<file path="src/rtl/pc_pkg.sv">
// Shared types and constants for the fetch-stage program counter.
// Holds the sequencer state encoding, default vectors and the alignment mask helper.
package pc_pkg;

    typedef enum logic [1:0] {
        BOOT = 2'd0,
        RUN  = 2'd1,
        HOLD = 2'd2
    } pc_state_e;

    localparam logic [31:0] DEFAULT_RESET_VECTOR = 32'h0040_0000;
    localparam logic [31:0] DEFAULT_EXC_VECTOR   = 32'h8000_0180;

    // Mask that clears the low log2(inc) bits; inc is a power of two.
    function automatic logic [63:0] align_mask(input int unsigned inc);
        return ~(64'(inc) - 64'd1);
    endfunction

endpackage

</file>
<file path="src/rtl/pc_history.sv">
// Shift buffer of recent fetch addresses; entry 0 (hist_pc LSBs) is the newest.
// Only instantiated when PC_HISTORY_EN is defined.
module pc_history #(
    parameter int unsigned ADDR_W     = 32,
    parameter int unsigned HIST_DEPTH = 4
) (
    input  logic                         clock,
    input  logic                         reset,
    input  logic                         rec_en,
    input  logic [ADDR_W-1:0]            rec_pc,
    output logic [ADDR_W*HIST_DEPTH-1:0] hist_pc
);

    logic [ADDR_W-1:0] hist_q [HIST_DEPTH];
    logic [ADDR_W-1:0] hist_d [HIST_DEPTH];

    always_comb begin
        for (int i = 0; i < HIST_DEPTH; i++) begin
            hist_d[i] = hist_q[i];
        end
        if (rec_en) begin
            hist_d[0] = rec_pc;
            for (int i = 1; i < HIST_DEPTH; i++) begin
                hist_d[i] = hist_q[i-1];
            end
        end
    end

    // NOTE: this buffer is small and architecturally visible, so it is reset like
    // ordinary state; large storage arrays are normally left unreset.
    always_ff @(posedge clock) begin
        if (reset) begin
            for (int i = 0; i < HIST_DEPTH; i++) begin
                hist_q[i] <= '0;
            end
        end else begin
            for (int i = 0; i < HIST_DEPTH; i++) begin
                hist_q[i] <= hist_d[i];
            end
        end
    end

    always_comb begin
        for (int i = 0; i < HIST_DEPTH; i++) begin
            hist_pc[i*ADDR_W +: ADDR_W] = hist_q[i];
        end
    end

endmodule

</file>
<file path="src/rtl/pc_sequencer.sv">
// Fetch-stage program counter: boot, sequential increment, redirect, exception and stall hold.
// Define PC_HISTORY_EN to add the hist_pc port and its history buffer.
module pc_sequencer
    import pc_pkg::*;
#(
    parameter int unsigned       ADDR_W       = 32,
    parameter logic [ADDR_W-1:0] RESET_VECTOR = ADDR_W'(DEFAULT_RESET_VECTOR),
    parameter logic [ADDR_W-1:0] EXC_VECTOR   = ADDR_W'(DEFAULT_EXC_VECTOR),
    parameter int unsigned       INC          = 4,
    parameter int unsigned       HIST_DEPTH   = 4
) (
    input  logic              clock,
    input  logic              reset,
    input  logic              stall,
    input  logic              redirect_valid,
    input  logic [ADDR_W-1:0] redirect_target,
    input  logic              exception,
    output logic [ADDR_W-1:0] pc,
    output logic [ADDR_W-1:0] pc_plus_inc,
    output logic              pc_valid,
    output logic              redirect_pending,
    output logic              addr_err
`ifdef PC_HISTORY_EN
    ,
    output logic [ADDR_W*HIST_DEPTH-1:0] hist_pc
`endif
);

    if (ADDR_W < 8 || INC < 4 || (INC & (INC - 1)) != 0 ||
        HIST_DEPTH == 0 || (HIST_DEPTH & (HIST_DEPTH - 1)) != 0) begin : g_bad_params
        $error("pc_sequencer: illegal ADDR_W, INC or HIST_DEPTH");
    end

    localparam logic [ADDR_W-1:0] ALIGN_MASK = ADDR_W'(align_mask(INC));

    pc_state_e         state_q, state_d;
    logic [ADDR_W-1:0] pc_q, pc_d;
    logic [ADDR_W-1:0] pend_target_q, pend_target_d;
    logic              addr_err_q, addr_err_d;

    logic [ADDR_W-1:0] target_aligned;
    logic              target_misaligned;

    assign pc_plus_inc       = pc_q + ADDR_W'(INC);
    assign target_aligned    = redirect_target & ALIGN_MASK;
    assign target_misaligned = |(redirect_target & ~ALIGN_MASK);

    // NOTE: every signal written here gets a default first, so no path leaves it
    // unassigned and no latch is inferred.
    always_comb begin
        state_d       = state_q;
        pc_d          = pc_q;
        pend_target_d = pend_target_q;
        addr_err_d    = 1'b0;

        unique case (state_q)
            BOOT: state_d = RUN;

            RUN: begin
                if (exception) begin
                    pc_d          = EXC_VECTOR;
                    pend_target_d = '0;
                end else if (redirect_valid) begin
                    addr_err_d = target_misaligned;
                    if (stall) begin
                        pend_target_d = target_aligned;
                        state_d       = HOLD;
                    end else begin
                        pc_d = target_aligned;
                    end
                end else if (!stall) begin
                    pc_d = pc_plus_inc;
                end
            end

            HOLD: begin
                // A fresh redirect always supersedes the buffered one.
                if (exception) begin
                    pc_d          = EXC_VECTOR;
                    pend_target_d = '0;
                    state_d       = RUN;
                end else if (redirect_valid) begin
                    addr_err_d = target_misaligned;
                    if (stall) begin
                        pend_target_d = target_aligned;
                    end else begin
                        pc_d          = target_aligned;
                        pend_target_d = '0;
                        state_d       = RUN;
                    end
                end else if (!stall) begin
                    pc_d          = pend_target_q;
                    pend_target_d = '0;
                    state_d       = RUN;
                end
            end

            default: state_d = BOOT;
        endcase
    end

    // NOTE: state registers use non-blocking assignments so every flop samples
    // values from before the edge, independent of statement order.
    always_ff @(posedge clock) begin
        if (reset) begin
            state_q       <= BOOT;
            pc_q          <= RESET_VECTOR;
            pend_target_q <= '0;
            addr_err_q    <= 1'b0;
        end else begin
            state_q       <= state_d;
            pc_q          <= pc_d;
            pend_target_q <= pend_target_d;
            addr_err_q    <= addr_err_d;
        end
    end

    assign pc               = pc_q;
    assign pc_valid         = (state_q != BOOT);
    assign redirect_pending = (state_q == HOLD);
    assign addr_err         = addr_err_q;

`ifdef PC_HISTORY_EN
    logic hist_rec;

    // Record the address that becomes visible next cycle, whenever it is a new valid pc.
    assign hist_rec = !reset && (state_d != BOOT) && (pc_d != pc_q);

    pc_history #(
        .ADDR_W     (ADDR_W),
        .HIST_DEPTH (HIST_DEPTH)
    ) u_pc_history (
        .clock   (clock),
        .reset   (reset),
        .rec_en  (hist_rec),
        .rec_pc  (pc_d),
        .hist_pc (hist_pc)
    );
`endif

endmodule
</file>
<file path="config.mk">
export PLATFORM = sky130hd
export DESIGN_NAME = pc_sequencer
export DESIGN_NICKNAME = d
export VERILOG_FILES = /design/src/rtl/pc_pkg.sv /design/src/rtl/pc_history.sv /design/src/rtl/pc_sequencer.sv
export SDC_FILE = /design/constraint.sdc
export NUM_CORES = 1
export LEC_CHECK = 0
export CORE_MARGIN = 5
export CORE_UTILIZATION = 30
export CTS_BUF_LIST = sky130_fd_sc_hd__clkbuf_2
export DETAILED_ROUTE_END_ITERATION = 6
export GPL_ROUTABILITY_DRIVEN = 0
export SYNTH_ARGS = -nofsm -noshare
export SYNTH_HDL_FRONTEND = slang
export SYNTH_SLANG_ARGS = --single-unit
</file>
<file path="constraint.sdc">
create_clock -name clock -period 5 [get_ports clock]
set_input_delay 1 -clock clock [delete_from_list [all_inputs] [get_ports clock]]
set_output_delay 1 -clock clock [all_outputs]
set_load 0.005 [all_outputs]
</file>
==> metrics.txt, run 1 <==
status complete, no violations; DR vias/cell 5.59; fill count 1398; CP required 4000 ps; PortBufs 103; wirelength, routed 14700 um; Core Area 0.0137 sq mm; CTS H-tree depth 3; CTS sink cnt 65; CTS tree done; Worst Reg-to-Reg Cells 7; Hold WC Path Type register to register; Reg area 0.00130 sq mm; hold path depth 2; design area 0.00543 sq mm; Critical Setup Path Class register to primary output; clock buffer count from CTS 9; layout cells sized above 1 0.102; final setup vio count 0; number of global-route vias before repair 4411; Worst VDD drop 205 uV; top post-synthesis cells by area dfxtp_1 (31%), nand2_1 (7.6%), a21oi_1 (5.4%); syn nets 575; Clock Latency Late Sink 530 ps; Synth area leader dfxtp_1; largest net degree at the start of global routing 39; drt first-iter violations 463; Post-CTS Setup Bufs 0; Hold-fix buffers, CTS 0; Highest Clock Rate 234 MHz; Netlist cell types 61; I/O Pins 104; critical path capture point type primary output; DP Area 0.00530 sq mm; cell count after placement 782; worst hold slack 470 ps; Slew Limit Fails 0; Worst-Margin Slew 1010 ps; Arr. time, crit path 3280 ps; Seq cells post-synth 65; multi-input logic area 0.00263 sq mm; Die Wd 128 um; top cell type's share of synthesized area 0.314; Tcrit/Tclk final 0.856; WL/cell 18.4 um; Final nets 655; gr usage total 0.181; Cells after Synth 533; Avg Cell Area, Syn 7.78 sq um; Syn. warnings 0; drc violations 0; DIE AREA 0.0163 sq mm; clock skew 34.5 ps; MaxCap Viol Count 0; antenna violations before repair 0; Slew HR 0.324; Post-synth EDFFs 0; final std cells w/o fill 798; std cell rows 43; Clock transition at path regs 220 ps; CTS max path bufs 2; via count 4457; root buffer cell clkbuf_2; total negative slack 0 ps; synthesized cell area 0.00415 sq mm; Ant. Diodes 0; register area share after synthesis 0.314; Post-synth top flop dfxtp_1; die height 128 um; Fin. Hold Viols 0; dpl hpwl 10500 um; RSZ-0062 raised after global routing false; initial core utilization 0.302; first-pass detailed-route iteration total 6; Critical Path Fanout Max 8; Final ANT Viol Nets 0; Resize count post-CTS 0; Area Growth Syn to Fin 30.9%; startpoint types register; ys async rst share 0; total power 2.16 mW; min Tclk post-route 4280 ps; pwr dens 397 mW/mm^2; first-pass GRT wire length 23600 um; GRT overflow 0; leak pwr 1.92 nW
through the flow:
stage / util / worst slack (ps)
floorplan: - / 2390
global placement: 0.386 / 1030
detailed placement: 0.386 / 1030
CTS: 0.396 / 698
global route: 0.396 / 413
finish: 0.396 / 718
routing by layer:
| metal | wire length, um | GRT usage | up-vias |
|---|---|---|---|
| met5 | 0 | 0 | - |
| met4 | 240 | 0.0593 | 0 |
| met3 | 1460 | 0.0514 | 22 |
| met2 | 6610 | 0.283 | 238 |
| met1 | 6390 | 0.239 | 2121 |
| li1 | - | - | 2076 |
state kept, by name, indices dropped and copies added (netlist names):
name / flops
pc: 32
state_q: 2
pend_target_q: 30
addr_err: 1
synth_stat cells, types with 4 or more instances:
| cell | instances |
|---|---|
| a21oi_1 | 45 |
| a22oi_1 | 12 |
| and2_1 | 6 |
| and3_1 | 6 |
| buf_2 | 14 |
| buf_4 | 4 |
| clkbuf_1 | 25 |
| dfxtp_1 | 65 |
| ha_1 | 5 |
| inv_1 | 9 |
| mux2_2 | 19 |
| mux2i_1 | 18 |
| nand2_1 | 84 |
| nand3_1 | 45 |
| nand4_1 | 11 |
| nor2_1 | 29 |
| nor3_1 | 9 |
| o21ai_0 | 23 |
| o2bb2ai_1 | 5 |
| xnor2_1 | 16 |
| xor2_1 | 12 |
kinds of logic (layout without fill, tap and decap cells):
family                     after synthesis  in the layout  synth area share
AOI/OAI and AO/OA                      132            132             0.210
adders and majority gates                5              5            0.0151
buffers and inverters                   55            140            0.0580
xor gates and xnor gates                28             28            0.0592
and+or+nand+nor                        211            211             0.248
DFF                                     65             65             0.314
muxes                                   37             37            0.0951
final timing paths:
| kind | startpoint | endpoint | slack (ps) |
|---|---|---|---|
| worst min register to register | pend_target_q[23]$_SDFFE_PP0P_ | pend_target_q[23]$_SDFFE_PP0P_ | 470 |
| worst max register to register | state_q[0]$_SDFFE_PP0P_ | pc[31]$_SDFFE_PP0P_ | 1950 |
| worst min-delay path | pend_target_q[23]$_SDFFE_PP0P_ | pend_target_q[23]$_SDFFE_PP0P_ | 470 |
| worst max-delay path | pc[2]$_SDFFE_PP0P_ | pc_plus_inc[26] | 720 |
final cells by class:
class | count | area share
multi-input cells | 413 | 0.484
flip-flops and latches | 65 | 0.240
repair buffers | 115 | 0.205
well taps | 180 | 0.0415
clock inverters | 7 | 0.0157
clock buffers | 9 | 0.00830
inverters | 9 | 0.00622
cells in the final DEF (no fill, tap or decap), drive strengths merged, types with 6 or more instances in the layout:
cell,synthesis,routed
clkdlybuf4s50,0,101
nand2,84,84
dfxtp,65,65
nand3,45,45
a21oi,45,45
nor2,30,30
o21ai,24,24
mux2,19,19
mux2i,18,18
xnor2,16,16
buf,20,14
nand4,14,14
xor2,12,12
a22oi,12,12
nor3,11,11
inv,9,9
clkbuf,26,9
and3,6,6
and2,6,6
power breakdown:
part	internal (mW)	switching [mW]	total (mW)	leakage, nW
registers	0.615	0.125	0.741	0.528
logic	0.451	0.599	1.05	1.31
clock network	0.160	0.204	0.365	0.0768
total	1.23	0.929	2.16	1.92
worst max-delay path: stages (launching register included):
cell and delay (ps):
dfxtp_1 560, ha_1 300, nand4_2 340, nor3_2 550, nand3_1 250, xnor2_1 250, clkdlybuf4s50_1 540
(Power assumes the default switching activity.)
==> inputs of run 2 (changes only) <==
- CORE_MARGIN: 5 -> 4
==> run 2 against run 1 <==
The run now ends with design-rule violations left. Global-route usage fell by 0.18 points. Via count fell by 3.7%. Maximum frequency fell by 0.51%. Non-clock buffer count fell by 4. First-iteration DRC count rose by 2.8%. Hold slack got worse by 4.7 ps. Final area fell by 1.7%. Sequential share of layout area rose by 0.41 points. Die area fell by 3.1%. Final cell count fell by 1.1%. Worst setup slack got worse by 22 ps. Critical path depth did not move. Critical path type unchanged.
==> metrics.txt, run 2 (synthesized netlist as in run 1, its figures left out) <==
total negative slack 0 ps (unchanged); crit path from pc[2]$_SDFFE_PP0P_; Critical Path Fanout Max 8 (unchanged); DIE AREA 0.0158 sq mm (-3.1%); flop-to-flop setup slack 2160 ps (+210 ps); critical path depth 6 (unchanged); largest net degree at the start of global routing 51 (+31%); Final nets 651 (-0.61%); Net Sw Power 0.913 mW (-1.8%); slowest stage delay, CP 570 ps (about the same); pwr dens 379 mW/mm^2 (-4.7%); commonest non-fill, non-tap cell in the layout clkdlybuf4s50_1; Critical-path top delay cell dfxtp_1; number of global-route vias before repair 4312 (-2.2%); Core Area 0.0134 sq mm (-2.3%); antenna violations before repair 0 (unchanged); Hold WC Path Type register to register; Sequential Power Share 0.367 (+0.023); std cell rows 42 (-2.3%); final std cells w/o fill 789 (-1.1%); Resize count post-CTS 0 (unchanged); Comb pwr share 0.505 (+0.018); GRT overflow 0 (unchanged); CTS tree done; Worst Reg-to-Reg Cells 7 (unchanged); cell count after placement 774 (-1.0%); Tcrit/Tclk final 0.861 (+0.00437); I/O Pins 104 (unchanged); Post-CTS Setup Bufs 0 (unchanged); CTS sink cnt 65 (unchanged); CTS max path bufs 2 (unchanged); Slew HR 0.369 (+0.0455); failing checks design-rule violations; root buffer cell clkbuf_2; Clock transition at path regs 180 ps (-40 ps); drt first-iter violations 476 (+2.8%); critical path capture point type primary output; clock buffer count from CTS 9 (unchanged); Pint 1.11 mW (-9.7%); die height 126 um (-1.6%); sw frac 0.452 (+0.0208); dpl hpwl 9880 um (-6.1%); startpoint types register; first-pass detailed-route iteration total 7 (+1); Area Growth Syn to Fin 28.7%; WP buf/inv 1 (unchanged); Critical Setup Path Class register to primary output; final setup vio count 0 (unchanged); r2r startpoint state_q[0]$_SDFFE_PP0P_; status finished, violations left; CTS H-tree depth 3 (unchanged); DR vias/cell 5.44 (-2.6%); leak pwr 1.87 nW (-2.4%); layout cells sized above 1 0.0930 (-0.00896); Worst-Margin Slew 943 ps (-71.2 ps); worst-path cell chain ha_1 -> nand4_2 -> nor3_2 -> nand3_1 -> xnor2_1 -> clkdlybuf4s50_1; final core utilization 0.398 (+0.00260); Arr. time, crit path 3300 ps (+20 ps); Clock Latency Late Sink 530 ps (about the same); commonest non-fill, non-tap cells in the layout clkdlybuf4s50_1 (101), nand2_1 (84), dfxtp_1 (65), nand3_1 (45), a21oi_1 (44); Die Wd 126 um (-1.6%); Ant. Diodes 0 (unchanged); Fin. Hold Viols 0 (unchanged); Hold-fix buffers, CTS 0 (unchanged); WL/cell 17.9 um (-2.9%); clock skew 24.5 ps (-10.0 ps); PortBufs 103 (unchanged); Final ANT Viol Nets 0 (unchanged); Largest delay share family, worst path simple AND/OR/NAND/NOR gates; first-pass GRT wire length 23100 um (-2.2%); RSZ-0062 raised after global routing false; CP endpoint pc_plus_inc[26]; via count 4291 (-3.7%); Worst VDD drop 266 uV (+30%); reg2reg end pc[31]$_SDFFE_PP0P_; drc violations 5 (+5); MaxCap Viol Count 0 (unchanged); max reg flops 32 (unchanged); gr usage total 0.179 (-0.00176); wirelength, routed 14100 um (-4.0%); Highest Clock Rate 232 MHz (-0.51%); Slew Limit Fails 0 (unchanged); power share of the clock group 0.128 (-0.041); min Tclk post-route 4300 ps (+21.8 ps); initial core utilization 0.309 (+0.00719); CP required 4000 ps (about the same)
[run 2: cell count changes in the layout (fill, tap and decap cells not counted)]
| cell | previous run | this run |
|---|---|---|
| clkbuf_2 | 9 | 10 |
| clkinv_2 | 2 | 1 |
| bufinv_16 | 2 | 0 |
| buf_4 | 12 | 8 |
| clkinv_1 | 2 | 3 |
[run 2: area by class of cell]
cell class	count	area (sq um)
Fill cell	1374	8060
Clock buffer	10	50.0
Sequential cell	65	1300
Clock inverter	5	23.8
Timing Repair Buffer	111	1080
Tap cell	176	220
Multi-Input combinational cell	413	2630
Inverter	9	33.8
[run 2: worst min-delay path by stage]
stage               slack, ps                            end                          start  cells past startpoint
finish                    470  pend_target_q[8]$_SDFFE_PP0P_  pend_target_q[8]$_SDFFE_PP0P_                      2
detailed placement        440  pend_target_q[5]$_SDFFE_PP0P_  pend_target_q[5]$_SDFFE_PP0P_                      2
floorplan                 430  pend_target_q[9]$_SDFFE_PP0P_  pend_target_q[9]$_SDFFE_PP0P_                      2
CTS                       460  pend_target_q[5]$_SDFFE_PP0P_  pend_target_q[5]$_SDFFE_PP0P_                      2
global placement          430  pend_target_q[9]$_SDFFE_PP0P_  pend_target_q[9]$_SDFFE_PP0P_                      2
global route              490  pend_target_q[6]$_SDFFE_PP0P_  pend_target_q[6]$_SDFFE_PP0P_                      2
[run 2: routing by layer]
metal / global-route usage / vias to the layer above / routed length, um
li1: - / 2073 / -
met1: 0.246 / 2021 / 6460
met2: 0.276 / 174 / 6330
met3: 0.0482 / 23 / 1080
met4: 0.0510 / 0 / 248
met5: 0 / - / 0
[run 2: worst reg2reg max path: stages, from the launching register on]
cell and delay [ps]:
dfxtp_1 430, inv_1 80, ha_1 440, nor2b_1 440
a21boi_2 750, o211ai_1 230, a311oi_1 300, nor3_1 80
[run 2: power by group through the flow]
stage	registers [mW]	clock network [mW]	logic (mW)
after global placement	0.746	0	1.00
after floorplan	0.701	0	0.619
after CTS	0.739	0.270	1.02
final	0.741	0.259	1.02
after global routing	0.759	0.287	1.12
after detailed placement	0.750	0	1.02
[run 2: metrics by stage]
step,worst slack (ps),hold WS [ps],cell area (sq um),power (mW)
after floorplan,2390,427,4150,1.32
after global placement,1340,434,5260,1.75
after detailed placement,1240,443,5260,1.77
after CTS,697,464,5340,2.03
after global routing,506,487,5340,2.16
final,696,466,5340,2.02
==> inputs of run 3 (changes only) <==
- CORE_MARGIN: 4 -> 8
==> run 3 against run 2 <==
The flow now finishes without violations. Combinational power hardly changed. Non-clock buffer count grew 1. Worst setup slack worse by 63 ps. First-iteration DRC count down 4.8%. Power up 8.0%. Clock-buffer cell count down 1. Global-route usage down 1.3 points. Critical path depth did not move.
==> metrics.txt, run 3 (synthesized netlist as in run 1, its figures left out) <==
slowest stage delay, CP 570 ps (about the same); final std cells w/o fill 795 (+0.76%); Final nets 652 (+0.15%); leak pwr 1.91 nW (+2.0%); Resize count post-CTS 0 (unchanged); PortBufs 103 (unchanged); dpl hpwl 10700 um (+8.2%); wirelength, routed 15100 um (+6.7%); number of global-route vias before repair 4277 (-0.81%); final setup vio count 0 (unchanged); std cell rows 43 (+2.4%); min Tclk post-route 4370 ps (+62.7 ps); cell count after placement 779 (+0.65%); DR vias/cell 5.47 (+0.66%); I/O Pins 104 (unchanged); Pint 1.22 mW (+11%); Fin. Hold Viols 0 (unchanged); Core Area 0.0137 sq mm (+2.0%); Tcrit/Tclk final 0.873 (+0.0125); Hold-fix buffers, CTS 0 (unchanged); worst-path cell chain ha_1 -> nand4_2 -> nor3_2 -> nand3_1 -> xnor2_1 -> clkdlybuf4s50_1; Slew HR 0.255 (-0.115); Final ANT Viol Nets 0 (unchanged); Net Sw Power 0.958 mW (+5.0%); power share of the clock group 0.178 (+0.050); GRT overflow 0 (unchanged); antenna violations before repair 0 (unchanged); commonest non-fill, non-tap cells in the layout clkdlybuf4s50_1 (101), nand2_1 (84), dfxtp_1 (65), nand3_1 (45), a21oi_1 (44); critical path capture point type primary output; first-pass GRT wire length 23900 um (+3.4%); MaxCap Viol Count 0 (unchanged); CP required 4000 ps (about the same); Ant. Diodes 0 (unchanged); Critical-path top delay cell dfxtp_1; status complete, no violations; gr usage total 0.166 (-0.0128); RSZ-0062 raised after global routing false; drt first-iter violations 453 (-4.8%); Sequential Power Share 0.341 (-0.026); first-pass detailed-route iteration total 6 (-1); Arr. time, crit path 3370 ps (+70 ps); clock buffer count from CTS 9 (unchanged); largest net degree at the start of global routing 40 (-22%); CTS tree done; Clock transition at path regs 200 ps (+20 ps); WP buf/inv 1 (unchanged); worst hold slack 470 ps (+4.13 ps); Comb pwr share 0.481 (-0.024); pwr dens 403 mW/mm^2 (+6.5%); via count 4352 (+1.4%); total negative slack 0 ps (unchanged); layout cells sized above 1 0.101 (+0.00783); Largest delay share family, worst path simple AND/OR/NAND/NOR gates; commonest non-fill, non-tap cell in the layout clkdlybuf4s50_1; Slew Limit Fails 0 (unchanged); CTS sink cnt 65 (unchanged); Worst VDD drop 235 uV (-12%); Worst-Margin Slew 1120 ps (+175 ps); DIE AREA 0.0178 sq mm (+13%); Post-CTS Setup Bufs 0 (unchanged); Critical Setup Path Class register to primary output; drc violations 0 (-5); Critical Path Fanout Max 8 (unchanged); initial core utilization 0.303 (-0.00600); Highest Clock Rate 229 MHz (-1.4%); Die Wd 134 um (+6.4%); max reg flops 32 (unchanged); WL/cell 18.9 um (+5.9%); CTS H-tree depth 3 (unchanged); CTS max path bufs 2 (unchanged); Clock Latency Late Sink 580 ps (+50 ps); Hold WC Path Type register to register; die height 134 um (+6.4%); root buffer cell clkbuf_2; clock skew 47.1 ps (+22.6 ps); startpoint types register; Area Growth Syn to Fin 30.6%; sw frac 0.439 (-0.0129)
run 3: cell types whose count changed in the layout (fill, tap and decap cells not counted):
cell / change
buf_4: +1
bufinv_16: +2
clkbuf_2: -1
clkinv_1: -3
clkinv_2: +1
clkinv_4: +2
run 3: final timing paths:
kind                                  start                        endpoint  slack [ps]  cells past startpoint
min reg2reg  pend_target_q[10]$_SDFFE_PP0P_  pend_target_q[10]$_SDFFE_PP0P_         470                      2
max                      pc[2]$_SDFFE_PP0P_                 pc_plus_inc[26]         630                      6
min          pend_target_q[10]$_SDFFE_PP0P_  pend_target_q[10]$_SDFFE_PP0P_         470                      2
max reg2reg         state_q[0]$_SDFFE_PP0P_   pend_target_q[4]$_SDFFE_PP0P_        1940                      7
run 3: layer usage:
layer	vias to the layer above	routed length, um	global-route usage
li1	2080	-	-
met1	2065	6710	0.215
met2	189	6800	0.261
met3	18	1320	0.0527
met4	0	235	0.0430
met5	-	0	0
run 3: cell type report:
class	instances	area, sq um
Sequential cell	65	1300
Multi-Input combinational cell	413	2630
Fill cell	1386	8250
Tap cell	180	225
Timing Repair Buffer	112	1090
Clock inverter	7	95.1
Inverter	9	33.8
Clock buffer	9	45.0
run 3: power groups by stage:
stage	clock network (mW)	registers, mW	logic, mW
floorplan	0	0.701	0.619
global placement	0	0.748	1.02
detailed placement	0	0.752	1.04
CTS	0.393	0.741	1.05
global route	0.417	0.761	1.14
finish	0.388	0.744	1.05
run 3: through the flow:
step                worst slack, ps  instance area, sq um  power, mW  utilization
detailed placement             1170                  5280       1.79        0.386
floorplan                      2390                  4150       1.32            -
global placement               1330                  5280       1.77        0.386
CTS                             647                  5420       2.18        0.396
finish                          633                  5420       2.18        0.396
global route                    395                  5420       2.32        0.396
run 3: worst reg2reg max path, cell delays in order (launching register included):
cell and delay [ps]:
dfxtp_1 380, inv_1 90, ha_1 900, a21oi_1 290, o31ai_4 770, buf_4 350
nand2_1 90, a21oi_1 130
